==> src/rtl/ins_step_ctrl.sv <==
// Instruction register and micro-step counter for the multicycle control path.
// Optional SINGLE_STEP_EN adds a Step input that gates FETCH/EXEC advancement.
module ins_step_ctrl #(
    parameter int CNT_W    = 3,
    parameter int MAX_STEP = 7
) (
    input  logic             clk,
    input  logic             rst_n,
    input  logic             Start,
    input  logic [15:0]      MemData,
    input  logic             Buff_PC,
`ifdef SINGLE_STEP_EN
    input  logic             Step,
`endif
    output logic [CNT_W-1:0] Cnt,
    output logic [4:0]       InsM,
    output logic [1:0]       InsL,
    output logic [15:0]      IR,
    output logic             Fetch,
    output logic             Halted,
    output logic             StepErr
);

    typedef enum logic [1:0] {
        ST_IDLE  = 2'd0,
        ST_FETCH = 2'd1,
        ST_EXEC  = 2'd2,
        ST_HALT  = 2'd3
    } state_t;

    localparam logic [CNT_W-1:0] CNT_ZERO = {CNT_W{1'b0}};
    localparam logic [CNT_W-1:0] CNT_ONE  = CNT_W'(1);
    localparam logic [CNT_W-1:0] CNT_MAX  = CNT_W'(MAX_STEP);

    state_t           state_r;
    logic [CNT_W-1:0] cnt_r;
    logic [15:0]      ir_r;
    logic             fetch_r;
    logic             halted_r;
    logic             step_err_r;
    logic             step_en_s;

    // HLT shares its opcode field with OutR; only the low bits tell them apart.
    function automatic logic is_hlt(input logic [15:0] ir);
        return (ir[15:11] == 5'b11100) && (ir[1:0] == 2'b01);
    endfunction

`ifdef SINGLE_STEP_EN
    assign step_en_s = Step;
`else
    assign step_en_s = 1'b1;
`endif

    // Control FSM; Fetch/Halted flags are registered alongside the state they decode.
    always_ff @(posedge clk) begin
        if (!rst_n) begin
            state_r    <= ST_IDLE;
            cnt_r      <= CNT_ZERO;
            ir_r       <= 16'h0000;
            fetch_r    <= 1'b0;
            halted_r   <= 1'b0;
            step_err_r <= 1'b0;
        end else begin
            case (state_r)
                ST_IDLE: begin
                    if (Start) begin
                        state_r <= ST_FETCH;
                        fetch_r <= 1'b1;
                    end else begin
                        state_r <= ST_IDLE;
                    end
                end
                ST_FETCH: begin
                    if (step_en_s) begin
                        ir_r    <= MemData;
                        cnt_r   <= CNT_ONE;
                        state_r <= ST_EXEC;
                        fetch_r <= 1'b0;
                    end else begin
                        state_r <= ST_FETCH;
                    end
                end
                ST_EXEC: begin
                    if (!step_en_s) begin
                        state_r <= ST_EXEC;
                    end else if (Buff_PC && is_hlt(ir_r)) begin
                        state_r  <= ST_HALT;
                        cnt_r    <= CNT_ZERO;
                        halted_r <= 1'b1;
                    end else if (Buff_PC) begin
                        state_r <= ST_FETCH;
                        cnt_r   <= CNT_ZERO;
                        fetch_r <= 1'b1;
                    end else if (cnt_r == CNT_MAX) begin
                        // Overrun: flag it and force a fresh fetch instead of wrapping.
                        step_err_r <= 1'b1;
                        state_r    <= ST_FETCH;
                        cnt_r      <= CNT_ZERO;
                        fetch_r    <= 1'b1;
                    end else begin
                        cnt_r <= cnt_r + CNT_ONE;
                    end
                end
                ST_HALT: begin
                    if (Start) begin
                        state_r  <= ST_FETCH;
                        halted_r <= 1'b0;
                        fetch_r  <= 1'b1;
                    end else begin
                        state_r <= ST_HALT;
                    end
                end
                default: begin
                    state_r  <= ST_IDLE;
                    cnt_r    <= CNT_ZERO;
                    fetch_r  <= 1'b0;
                    halted_r <= 1'b0;
                end
            endcase
        end
    end

    assign Cnt     = cnt_r;
    assign IR      = ir_r;
    assign InsM    = ir_r[15:11];
    assign InsL    = ir_r[1:0];
    assign Fetch   = fetch_r;
    assign Halted  = halted_r;
    assign StepErr = step_err_r;

endmodule

==> config.mk <==
export PLATFORM = sky130hd
export DESIGN_NAME = ins_step_ctrl
export DESIGN_NICKNAME = d
export VERILOG_FILES = /design/src/rtl/ins_step_ctrl.sv
export SDC_FILE = /design/constraint.sdc
export NUM_CORES = 1
export LEC_CHECK = 0
export ABC_AREA = 1
export CORE_MARGIN = 1
export CORE_UTILIZATION = 31
export CTS_BUF_LIST = sky130_fd_sc_hd__clkbuf_8
export DETAILED_ROUTE_END_ITERATION = 8
export PLACE_DENSITY = 0.62
export RECOVER_POWER = 50
export SYNTH_ARGS = -nofsm -noshare
export SYNTH_HDL_FRONTEND = slang
export SYNTH_SLANG_ARGS = --single-unit
==> constraint.sdc <==
create_clock -name clk -period 2.6 [get_ports clk]
set_input_delay 0.39 -clock clk [delete_from_list [all_inputs] [get_ports clk]]
set_output_delay 0.39 -clock clk [all_outputs]
set_load 0.02 [all_outputs]
# Word level (Yosys, flattened, before mapping)
# Cells that the tools add are included.
[op_classes]
n_addsub = 1
n_eq_ne = 12
mux = 18
bitwise = 2
reduce_logical = 9
[ops]
columns = ["cell", "n"]
rows = [
  ["2-to-1 mux 3 bit", 3],
  ["2-to-1 mux 2 bit", 4],
  ["case mux 2 bit (4 select lines)", 1],
  ["2-to-1 mux 1 bit", 7],
  ["!= test 2 bit, second input constant", 3],
  ["case mux 3 bit (2 select lines)", 1],
  ["AND reduction 3 bit", 2],
  ["equality test 5 bit, second input constant", 1],
  ["equality test 2 x 1 -> 1 bit, second input constant", 2],
  ["equality test 2 bit, second input constant", 2],
  ["!= test 4 bit, second input constant", 1],
  ["AND reduction 4 bit", 1],
  ["nonzero test 2 bit", 2],
  ["adder 3 x 1 -> 3 bit, second input constant", 1],
  ["equality test 3 bit, second input constant", 1],
  ["!= test 3 bit, second input constant", 1],
  ["case mux 1 bit (3 select lines)", 1],
  ["logical AND 1 bit", 2],
  ["zero test 2 bit", 1],
  ["!= test 2 x 1 -> 1 bit, second input constant", 1],
  ["NOT 1 bit", 2],
  ["case mux 1 bit (2 select lines)", 1],
  ["OR reduction 2 bit", 1],
]
[word_totals]
register_bits = 24
input_bits = 20
out_inout_bits = 29

# Depth between registers and ports, before layout
# Gate-level depths: netlist of the first run.
[logic_depth]
word_depth = 5
ltp_mapped = 9
mapped_depth_nobuf = 9

# Worst setup path after synthesis of the first run
# No wires, ideal clock.
[synth_path]
kind = "register to register"
start = "register cnt_r[0], in the netlist Cnt[0]"
end = "register fetch_r, in the netlist Fetch"
t_arrival_ps = 1236
required_ps = 2485
setup_slack_ps = 1249
stages_incl_launch_ff = 9
n_path_buf = 0
cell_sequence = "dfxtp_1 ha_1 ha_1 inv_1 nand3_2 inv_2 nor2_2 a21oi_1 nor2_1"
[synth_between]
elab_chain_len = 3
[synth_rtl]
columns = ["element", "line_no", "source"]
rows = [
  ["start, declared", "36", "logic [CNT_W-1:0] cnt_r;"],
  ["start signal, assigned", "101", "cnt_r <= cnt_r + CNT_ONE;"],
  ["equality test 3 bit", "94", "end else if (cnt_r == CNT_MAX) begin"],
  ["!= test 3 bit (no line)", "-", ""],
  ["AND reduction 3 bit (no line)", "-", ""],
  ["end signal, assigned", "93", "fetch_r <= 1'b1;"],
  ["end signal, assigned", "99", "fetch_r <= 1'b1;"],
  ["end signal, assigned", "108", "fetch_r <= 1'b1;"],
  ["end, declared", "38", "logic fetch_r;"],
]
# No other way between the ends.
# A chain may end at the register's enable or synchronous reset.

# Worst setup path in the final report of the first run
[layout_path]
start = "register state_r[1]"
end = "register ir_r[12], in the netlist IR[12]"
[layout_between]
elab_chain_len = 1
[layout_rtl]
columns = ["element", "line_no", "source"]
rows = [
  ["start, declared", "35", "state_t state_r;"],
  ["start signal, assigned", "57", "state_r <= ST_IDLE;"],
  ["start signal, assigned", "67", "state_r <= ST_FETCH;"],
  ["start signal, assigned", "70", "state_r <= ST_IDLE;"],
  ["equality test 2 x 1 -> 1 bit", "64", "case (state_r)"],
  ["end signal, assigned", "75", "ir_r <= MemData;"],
  ["end, declared", "37", "logic [15:0] ir_r;"],
]
# No other way between the ends.

==> impl_metrics.csv, run 1 <==
group,metric,value,unit
layout,syn_to_final_growth,49.4,%
sta,setup_viol,0,
logic_synthesis,synth-compound-area-share,0.152,
power,power_density,739,mW/mm²
sta,grt_setup_unrepaired,"false",
global_route,grt_pass1_vias,951,
layout,register_area,480,µm²
sta,fin_crit,1.71,ns
route,dr.pass1.iters,4,
logic_synthesis,synthArstFlopShare,0,
logic_synthesis,synth-seq-cells,24,
setup_path,cp_max_fo,19,
global_route,grt_pass1_wl,4.11,mm
sta,slew_headroom,0.550,
global_route,grt_max_degree,24,
setup_path,rr_worst_depth,5,
logic_synthesis,syn_area,0.00107,mm²
setup_path,crit_arrival,1.85,ns
logic_synthesis,synth_fa_ha_area_frac,0.0703,
sta,hold_slack,0.471,ns
sta,clock.fmax,0.583,GHz
layout,final_core_util,0.506,
logic_synthesis,ys_top_cells_by_area,"dfxtp_1 (45%), nor2_1 (13%), o21ai_0 (9.8%)",
clock_tree,cts_buffers,3,
floorplan,die_x,60.7,µm
clock_tree,root_buffer,"clkbuf_8",
route,vias_per_cell,4.50,
clock_tree,cts_tree,"done",
global_route,track_usage,0.152,
sta,worstMarginPinSlew,0.672,ns
clock_tree,hold_buffers,0,
floorplan,rows,20,
global_route,antenna_found_initial,0,
layout,nFillCells,333,
route,wire_per_inst,11.3,µm
route,drt_wl_total,2.55,mm
layout,multi_input_area,464,µm²
flow_run,cap_violations,0,
min_path,hold_path.startpoint,"Halted",
route,ant_nets,0,
clock_tree,post_cts_buffers,0,
floorplan,die_h,60.7,µm
min_path,holdPathStages,2,
clock_tree,clkSinkCount,24,
global_route,grt_overflow,0,
floorplan,start_util,0.339,
floorplan,core_area,0.00315,mm²
sta,setup_slack,0.886,ns
sta,report.final.slew_viol_count,0,
setup_path,startpoint,"state_r[1]",
min_path,worstHoldPathType,"reg2reg",
place,gp_congestion,0.835,
clock_tree,cts_resized,0,
logic_synthesis,synth_xor_area_frac,0,
route,drc,0,
sta,finalCritPeriodShare,0.659,
power,p_leak,0.666,nW
logic_synthesis,ys_types,16,
sta,final-hold-violation-count,0,
logic_synthesis,syn-num-nets,167,
logic_synthesis,synth-edff-count,0,
route,dr_total_vias,1016,
logic_synthesis,synth_top_cell_by_area,"dfxtp_1",
floorplan,ios,49,
power,vdd.ir_drop.worst,243,µV
layout,drive_gt1_frac,0.0385,
logic_synthesis,synth_top_family_by_area,"simple AND/OR/NAND/NOR gates",
setup_path,setup.worst_path.end_class,"flop",
logic_synthesis,netlist_instances,141,
route,drt_iter0_markers,27,
clock_tree,clock_latency,0.27,ns
logic_synthesis,yosys.area_share.simple,0.219,
place,dp_slack,0.879,ns
logic_synthesis,synth_top_area_frac,0.450,
place,dp_hpwl,1.93,mm
floorplan,dieArea,0.00369,mm²
layout,antenna_cells,0,
sta,skew,0.00168,ns
layout,fin_nets,209,
clock_tree,clkTransAtPathRegs,0.08,ns
setup_path,path_class,"reg2reg",
logic_synthesis,netlist_top_cells_count,"nor2_1 (36), dfxtp_1 (24), o21ai_0 (21), nand2_1 (11), inv_1 (10)",
clock_tree,cts.path.max_buffers,2,
setup_path,worstPathRequired,2.74,ns
setup_path,start_kind,"flop",
place,io_buffers,48,
clock_tree,htreeDepth,1,
logic_synthesis,yosys_warnings,0,
logic_synthesis,synth_most_common_cell,"nor2_1",
logic_synthesis,yosysSeqAreaShare,0.450,
logic_synthesis,syn_avg_cell_area,7.58,µm²
logic_synthesis,yosys-mux-area-fraction,0,
layout,fin_area,0.00160,mm²
run_status,outcome,"finished clean",
sta,fin_setup_tns,0,ns
place,place_area,0.00153,mm²
setup_path,r2r_start,"state_r[1]",
logic_synthesis,synthFlopType,"dfxtp_1",
-- worst max-delay path: stages (launching register included) --
cell and delay [ns]:
dfxtp_1 0.34, inv_1 0.09, ha_1 0.45, inv_1 0.38, o21ai_0 0.26, a21oi_1 0.05
-- logic make-up after synthesis --
kind of cell	count (synthesis)
buffers and inverters	23
and+or+nand+nor	56
adders and majority gates	6
DFF	24
AOI/OAI and AO/OA	32
-- state kept, by name, indices dropped and copies added (netlist names) --
signal and cells:
StepErr 1, Fetch 1, Cnt 3, Halted 1
IR 16, state_r 2
-- cell type report --
cell class                 count  share of cell area
tap                           44              0.0345
clock inverter                 1              0.0188
timing repair buffer          48               0.301
inverter                      12              0.0282
clock buffer                   3              0.0259
multi-input combinational     94               0.291
sequential                    24               0.301
-- power by group --
group / total [mW] / switching [mW] / internal, mW
registers: 0.464 / 0.0395 / 0.424
logic: 0.389 / 0.209 / 0.181
clock network: 0.327 / 0.121 / 0.206
total: 1.18 / 0.369 / 0.811
-- stage by stage --
stage	instances	power, mW
floorplan	141	0.701
global placement	222	0.865
detailed placement	222	0.872
CTS	226	1.20
global route	226	1.25
finish	226	1.18
-- worst paths after layout --
| kind | endpoint | slack (ns) |
|---|---|---|
| setup reg to reg | IR[12] | 0.89 |
| hold reg to reg | Halted | 0.47 |
| setup / recovery | IR[12] | 0.89 |
| hold / removal | Halted | 0.47 |
-- layer usage --
layer,part of all wire,global-route usage
met3,0.025,0.0256
met2,0.51,0.265
met1,0.45,0.176
met4,0.022,0.0877
met5,0,0
-- placed cells by master (no fill, tap or decap) --
| master | Yosys | final |
|---|---|---|
| inv_1 | 10 | 11 |
| nor2_1 | 36 | 37 |
| clkdlybuf4s50_1 | 0 | 42 |
| nand3_1 | 5 | 6 |
| bufinv_16 | 0 | 1 |
| a21oi_1 | 9 | 9 |
| dlygate4sd3_1 | 0 | 6 |
| dfxtp_1 | 24 | 24 |
| nor2_2 | 2 | 1 |
| a31oi_1 | 2 | 2 |
| ha_1 | 6 | 6 |
| inv_2 | 2 | 1 |
| o21ai_0 | 21 | 21 |
| nand2_1 | 11 | 11 |
| clkbuf_8 | 0 | 3 |
| nand3_2 | 2 | 1 |
Note: power is estimated with default switching activity, not from simulation.
==> inputs of run 2 (changes only) <==
==> constraint.sdc (replaced) <==
create_clock -name clk -period 1.8 [get_ports clk]
set_input_delay 0.27 -clock clk [delete_from_list [all_inputs] [get_ports clk]]
set_output_delay 0.27 -clock clk [all_outputs]
set_load 0.02 [all_outputs]
==> run 2 against run 1 <==
  * Power is 33% higher
  * Clock skew increased by 0.0015 ns
  * Clock power down 3%
  * Cell count is 0.44% higher
  * Setup slack got worse by 0.65 ns
  * Worst hold slack worse by 0.0056 ns
  * Utilization decreased by 0.52 points
  * Sequential power rose by 44%
  * Clock-buffer cell count is the same
  * Critical path depth is 4 lower
  * Sequential cell count unchanged
  * Via count is 2.6% higher
==> impl_metrics.csv, run 2 (synthesis gave the netlist of run 1 again) <==
group,metric,value,unit
run_status,outcome,"finished clean",
power,power_density,989,mW/mm²
setup_path,setup.worst_path.end_class,"primary output",
clock_tree,cts.path.max_buffers,2,
sta,fin_setup_tns,0,ns
power,intPower,1.03,mW
layout,nFillCells,319,
clock_tree,root_buffer,"clkbuf_8",
setup_path,crit_arrival,1.29,ns
sta,report.final.slew_viol_count,0,
clock_tree,clkSinkCount,24,
floorplan,core_area,0.00315,mm²
clock_tree,cts_buffers,3,
global_route,track_usage,0.166,
min_path,worstHoldPathType,"reg2reg",
setup_path,regToRegEndpoint,"Fetch",
sta,clock.fmax,0.639,GHz
clock_tree,cts_tree,"done",
layout,largest_register_ffs,16,
setup_path,rrSetupSlack,0.30,ns
setup_path,startpoint,"IR[15]",
clock_tree,post_cts_buffers,0,
sta,setup_viol,0,
sta,worstMarginPinSlew,0.582,ns
setup_path,path_class,"reg2out",
clock_tree,cts_resized,0,
power,p_sw_frac,0.342,
place,dp_hpwl,1.92,mm
route,vias_per_cell,4.59,
sta,finalCritPeriodShare,0.869,
clock_tree,htreeDepth,1,
power,p_leak,0.655,nW
setup_path,cp_max_fo,4,
sta,setup_slack,0.235,ns
power,combinationalPowerShare,0.368,
route,dr.pass1.iters,4,
layout,drive_gt1_frac,0.0383,
layout,syn_to_final_growth,47.9,%
clock_tree,clock_latency,0.27,ns
floorplan,die_h,60.7,µm
setup_path,rr_worst_depth,8,
layout,final_cell_mix,"clkdlybuf4s50_1 (45), nor2_1 (36), dfxtp_1 (24), o21ai_0 (21), inv_1 (12)",
place,dp_slack,0.341,ns
setup_path,r2r_start,"Cnt[0]",
power,switchingPower,0.534,mW
global_route,grt_pass1_vias,1021,
sta,final-hold-violation-count,0,
setup_path,start_kind,"flop",
layout,antenna_cells,0,
floorplan,start_util,0.339,
sta,hold_slack,0.465,ns
setup_path,worst_path_max_delay_cell,"clkdlybuf4s50_1",
layout,mostFrequentLayoutCell,"clkdlybuf4s50_1",
setup_path,cpLargestDelayFamily,"buffers and inverters",
place,io_buffers,48,
route,ant_nets,0,
setup_path,path_cells,"clkdlybuf4s50_1",
sta,fin_crit,1.56,ns
power,vdd.ir_drop.worst,352,µV
floorplan,die_x,60.7,µm
route,drt_wl_total,2.63,mm
global_route,grt_pass1_wl,4.42,mm
route,dr_total_vias,1042,
route,drc,0,
clock_tree,hold_buffers,0,
floorplan,dieArea,0.00369,mm²
power,p_total,1.56,mW
setup_path,cp-endpoint,"IR[15]",
setup_path,path_buf_inv,1,
global_route,antenna_found_initial,0,
layout,fin_nets,211,
setup_path,worstPathRequired,1.53,ns
route,drt_iter0_markers,26,
place,gp_congestion,0.799,
clock_tree,clkTransAtPathRegs,0.08,ns
power,clock_power_share,0.204,
sta,grt_setup_unrepaired,"false",
route,wire_per_inst,11.6,µm
power,seqPwrFrac,0.429,
floorplan,rows,20,
setup_path,cp.depth,1,
global_route,grt_max_degree,24,
layout,final_core_util,0.501,
sta,slew_headroom,0.612,
global_route,grt_overflow,0,
floorplan,ios,49,
setup_path,slowest_delay,0.63,ns
flow_run,cap_violations,0,
sta,skew,0.00316,ns
## run 2: power groups by stage
| stage | clock [mW] | combinational [mW] | sequential [mW] |
|---|---|---|---|
| 2_1_floorplan | 0 | 0.247 | 0.765 |
| 3_3_place_gp | 0 | 0.576 | 0.679 |
| 3_5_place_dp | 0 | 0.588 | 0.682 |
| 4_1_cts | 0.322 | 0.589 | 0.671 |
| 5_1_grt | 0.345 | 0.635 | 0.682 |
| 6_report | 0.318 | 0.575 | 0.670 |
## run 2: layout make-up
| cell class | instances | area, µm² | area share |
|---|---|---|---|
| well taps | 44 | 55.1 | 0.0348 |
| flip-flops and latches | 24 | 480 | 0.304 |
| clock buffers | 3 | 41.3 | 0.0261 |
| repair buffers | 50 | 492 | 0.311 |
| multi-input cells | 94 | 467 | 0.295 |
| inverters | 12 | 45.0 | 0.0285 |
## run 2: worst min-delay path by stage
stage                     from  endpoint  slack, ns  depth (start not counted)
floorplan           MemData[0]     IR[0]       0.40                          2
global placement        Halted    Halted       0.45                          2
detailed placement      Halted    Halted       0.46                          2
CTS                     Halted    Halted       0.47                          2
global route            Halted    Halted       0.49                          2
finish                  Halted    Halted       0.46                          2
## run 2: worst register-to-register path, cell delays in order (launching register included)
cell	delay [ns]
dfxtp_1	0.35
ha_1	0.22
ha_1	0.20
inv_1	0.07
nand3_1	0.12
inv_1	0.16
nor2_2	0.07
a21oi_1	0.16
nor2_1	0.06
## run 2: routing by layer
layer	GRT usage	vias up	part of all wire
li1	-	533	-
met1	0.190	469	0.45
met2	0.286	35	0.48
met3	0.0362	5	0.044
met4	0.0942	0	0.024
met5	0	-	0
## run 2: metrics by stage
stage                     cell area (µm²)  std cells
final                                1580        227
after global routing                 1580        227
after CTS                            1590        227
after detailed placement             1550        224
after global placement               1550        224
after floorplan                      1070        141
==> inputs of run 3 (changes only) <==
--- a/config.mk
+++ b/config.mk
@@ -9,6 +9,7 @@
 export CORE_MARGIN = 1
 export CORE_UTILIZATION = 31
 export CTS_BUF_LIST = sky130_fd_sc_hd__clkbuf_8
+export CTS_CLUSTER_DIAMETER = 60
 export DETAILED_ROUTE_END_ITERATION = 8
 export PLACE_DENSITY = 0.62
 export RECOVER_POWER = 50
==> results of run 3 <==
No change in the layout: final DEF, timing and power equal those of run 2.
==> variant 1, RTL diff (settings of run 3) <==
The parameter `CNT_W` goes from 3 to 6.
--- a/src/rtl/ins_step_ctrl.sv
+++ b/src/rtl/ins_step_ctrl.sv
@@ -2,5 +2,5 @@
 // Optional SINGLE_STEP_EN adds a Step input that gates FETCH/EXEC advancement.
 module ins_step_ctrl #(
-    parameter int CNT_W    = 3,
+    parameter int CNT_W    = 6,
     parameter int MAX_STEP = 7
 ) (
Ports: changed (resized Cnt); port bits go from 49 to 52. The function was not compared with the original's and may differ.
==> variant 1 against run 3 <==
Count of clock-buffer cells in the layout stayed put. Sequential share of layout area is 0.96 points lower. Worst hold slack better by 0.0036 ns. Total power is 4.7% higher. Wire length is 3.2% higher. Combinational power is 3.7% lower. Design area is 16% higher. Area after synthesis is 20% higher. Sequential cell count is 3 higher. Worst setup slack worse by 0.061 ns.
==> variant 1: results <==
export IMPL_status="completed"
export IMPL_first_iter_violations=52
export IMPL_p_leak_nw=0.757
export IMPL_synth_sequential_area_ratio=0.420
export IMPL_portBuffers=51
export IMPL_post_drt_wl_per_cell_um=10.1
export IMPL_grt_usage=0.128
export IMPL_gpl_final_weighted_congestion=0.858
export IMPL_max_slew_worst_pin_slew_ns=0.422
export IMPL_use_met2=0.195
export IMPL_grtUsageMet3=0.0241
export IMPL_synth_cell_types=26
export IMPL_grt_start_max_net_pins=21
export IMPL_finalNetCount=245
export IMPL_gr_usage_met1=0.174
export IMPL_synth_net_count=200
export IMPL_filler_cell_count=403
export IMPL_timing_critical_path_arrival_ns=1.36
export IMPL_clk_latency_ns=0.28
export IMPL_crit_path_max_fanout=5
export IMPL_via_count=1179
export IMPL_hpwlAfterDp_um=2010
export IMPL_grt_first_pass_wirelength_um=4350
export IMPL_place_ws_ns=0.274
export IMPL_grt_pass1_vias=959
export IMPL_final_skew_ns=0.00774
export IMPL_final_layout_size_suffix_gt1_frac=0.0776
export IMPL_peakVddDrop_uv=325
export IMPL_synthTopCellsByArea="dfxtp_1 42%, nor2_1 12%, o21ai_0 7.8%, nand2_1 5.8%, ha_1 4.9%"
## variant 1: metrics by stage
step / util / hold WS, ns / std cells / cell area, um2
6_report: 0.459 / 0.469 / 269 / 1840
5_1_grt: 0.459 / 0.503 / 269 / 1840
4_1_cts: 0.462 / 0.482 / 269 / 1850
3_5_place_dp: 0.449 / 0.457 / 265 / 1800
3_3_place_gp: 0.449 / 0.449 / 265 / 1800
2_1_floorplan: - / 0.405 / 175 / 1290
## variant 1: area by class of cell
class	count	area, um2	area share
sequential	27	541	0.294
inverter	14	52.6	0.0286
tap	50	62.6	0.0341
timing repair buffer	53	526	0.286
clock buffer	3	41.3	0.0225
clock inverter	1	8.76	0.00477
multi-input combinational	121	604	0.329
## variant 1: metal layers
metal	share of wire	vias to the layer above
met3	0.045	4
met2	0.44	30
met5	0	-
met1	0.50	507
met4	0.016	0
li1	-	638
## variant 1: kinds of logic (layout without fill, tap and decap cells)
family / after synthesis / after routing / synth area share
buffers and inverters: 27 / 71 / 0.102
AND/OR/NAND/NOR: 81 / 81 / 0.285
XOR/XNOR: 1 / 1 / 0.00680
flip-flops: 27 / 27 / 0.420
adder cells (fa/ha/maj): 5 / 5 / 0.0486
AO/OA/AOI/OAI: 34 / 34 / 0.138
## variant 1: worst paths after layout
check / start / end / slack (ns) / cells past startpoint
worst max-delay path: Cnt[3]$_SDFFE_PN0P_ / Cnt[3] / 0.17 / 1
worst min-delay path: StepErr$_SDFFE_PN0P_ / StepErr$_SDFFE_PN0P_ / 0.47 / 1
worst max register to register: state_r[0]$_SDFFE_PN0P_ / state_r[0]$_SDFFE_PN0P_ / 0.25 / 8
worst min register to register: StepErr$_SDFFE_PN0P_ / StepErr$_SDFFE_PN0P_ / 0.47 / 1
## variant 1: power by group
group | internal [mW] | switching, mW
Combinational | 0.250 | 0.303
Sequential | 0.671 | 0.0497
Clock | 0.162 | 0.199
==> variant 2, RTL diff (settings of run 3) <==
Made on the original files. Make the reset (`rst_n`) asynchronous in one clocked block.
--- a/src/rtl/ins_step_ctrl.sv
+++ b/src/rtl/ins_step_ctrl.sv
@@ -53,5 +53,5 @@
 
     // Control FSM; Fetch/Halted flags are registered alongside the state they decode.
-    always_ff @(posedge clk) begin
+    always_ff @(posedge clk or negedge rst_n) begin
         if (!rst_n) begin
             state_r    <= ST_IDLE;
Check against the original RTL: differs if rst_n is asserted again (counterexample within 4 cycles, from zero or initial values and one cycle with rst_n low); with rst_n held inactive, the same outputs for 10 cycles.
==> variant 2 against run 3 <==
Sequential share of layout area is 5.3 points higher. Worst setup slack worse by 0.0026 ns. Area after synthesis is 6.9% higher. Synthesized cell count is 2.1% lower. Sequential cell count stayed put. Design area is 6.4% higher. First-iteration DRC count is 58% higher. Wire length is 1.4% lower. Largest cell class is now flip-flops and latches.
Power is not compared: it rests on default switching activity, and its combinational part moved more than twofold at a synthesized area within 25%.
==> variant 2: results <==
export IMPL_portBuffers=48
export IMPL_post_synth_most_frequent_cells="59 x nand2_1, 24 x dfrtp_1, 11 x inv_1, 8 x nor2_1, 8 x o21ai_1"
export IMPL_status="completed"
export IMPL_largest_register_ffs=16
export IMPL_route_detailed_vias_per_inst=4.39
export IMPL_synth_net_count=164
export IMPL_postCtsSetupBuffers=0
export IMPL_grt_usage=0.144
export IMPL_root_buffer="clkbuf_8"
export IMPL_cts_reportedPaths_clkPinSlew_ns=0.08
export IMPL_grt_pass1_vias=1011
export IMPL_cp_top_family="buffers and inverters"
export IMPL_netlist_instances=138
export IMPL_worst_path_largest_cell_delay_ns=0.62
export IMPL_synth_cell_types=16
export IMPL_grt_first_pass_wirelength_um=4460
export IMPL_crit_path_max_fanout=4
export IMPL_power_internal_mw=1.74
export IMPL_clk_latency_ns=0.26
export IMPL_gpl_final_weighted_congestion=0.823
export IMPL_synthTopCellsByArea="dfrtp_1 53%, nand2_1 19%, ha_1 6.6%, buf_4 4.6%, inv_1 3.6%"
export IMPL_layoutNonFillerInstCount=228
export IMPL_cts_buffer_depth=2
export IMPL_post_synth_fa_ha_maj_area_fraction=0.0657
export IMPL_timing_max_slew_rel_slack=0.609
export IMPL_cts_resized_gates=0
export IMPL_postPlaceCellArea_mm2=0.00163
export IMPL_p_leak_nw=0.812
export IMPL_finalNetCount=209
export IMPL_synth_sequential_area_ratio=0.526
export IMPL_final_layout_size_suffix_gt1_frac=0.0440
export IMPL_detail_route_wirelength_um=2590
export IMPL_grt_start_max_net_pins=25
export IMPL_dominantRegCellSynth="dfrtp_1"
export IMPL_hpwlAfterDp_um=1990
export IMPL_antenna_cells_inserted=0
export IMPL_synth_area_mux_share=0
export IMPL_peakVddDrop_uv=782
export IMPL_place_ws_ns=0.316
export IMPL_synth_compound_area_frac=0.0471
export IMPL_final_skew_ns=0.00378
export IMPL_synth_async_reset_ratio=1.00
export IMPL_htree_levels=1
export IMPL_first_iter_violations=41
[variant 2: cell count changes after synthesis, moves of 2 or more]
cell,change
dfrtp_1,+24
a31oi_1,-2
nor2_2,-2
nand2_1,+48
nor2_1,-28
o21ai_0,-20
nand3_2,-2
a21oi_1,-9
dfxtp_1,-24
o21ai_1,+8
[variant 2: path summary, 6_finish.rpt]
check                               startpoint                endpoint  slack (ns)  cells after the start
max                          IR[0]$_DFFE_PN0N_                 InsL[0]        0.23                      1
min                        StepErr$_DFFE_PN0P_     StepErr$_DFFE_PN0P_        0.48                      1
max reg2reg                 Cnt[0]$_DFFE_PN0P_  state_r[0]$_DFFE_PN0P_        0.30                      6
min reg2reg                StepErr$_DFFE_PN0P_     StepErr$_DFFE_PN0P_        0.48                      1
max in group asynchronous                rst_n      IR[10]$_DFFE_PN0N_        0.88                      2
min in group asynchronous                rst_n     StepErr$_DFFE_PN0P_        0.53                      2
[variant 2: kinds of logic after synthesis]
logic type      after synthesis
fa+ha+maj                     6
flops                        24
buf+inv                      23
simple gates                 75
compound gates               10
[variant 2: cell type report]
type / instances / area (um2)
inverters: 13 / 48.8
clock buffers: 4 / 55.1
multi-input cells: 91 / 427
well taps: 46 / 57.6
fillers: 351 / 1760
flip-flops and latches: 24 / 601
repair buffers: 50 / 493
[variant 2: per-layer routing]
layer,track usage,vias up,part of all wire
met2,0.257,44,0.47
met1,0.168,454,0.46
met3,0.0347,2,0.068
met5,0,-,0
met4,0.0436,0,0.0054
li1,-,502,-
[variant 2: power groups by stage]
stage | Combinational [mW] | Sequential [mW] | Clock (mW)
global placement | 1.70 | 0.967 | 0
global route | 1.86 | 1.01 | 0.398
CTS | 1.73 | 0.976 | 0.370
finish | 1.70 | 0.969 | 0.362
floorplan | 0.776 | 1.22 | 0
detailed placement | 1.73 | 0.979 | 0
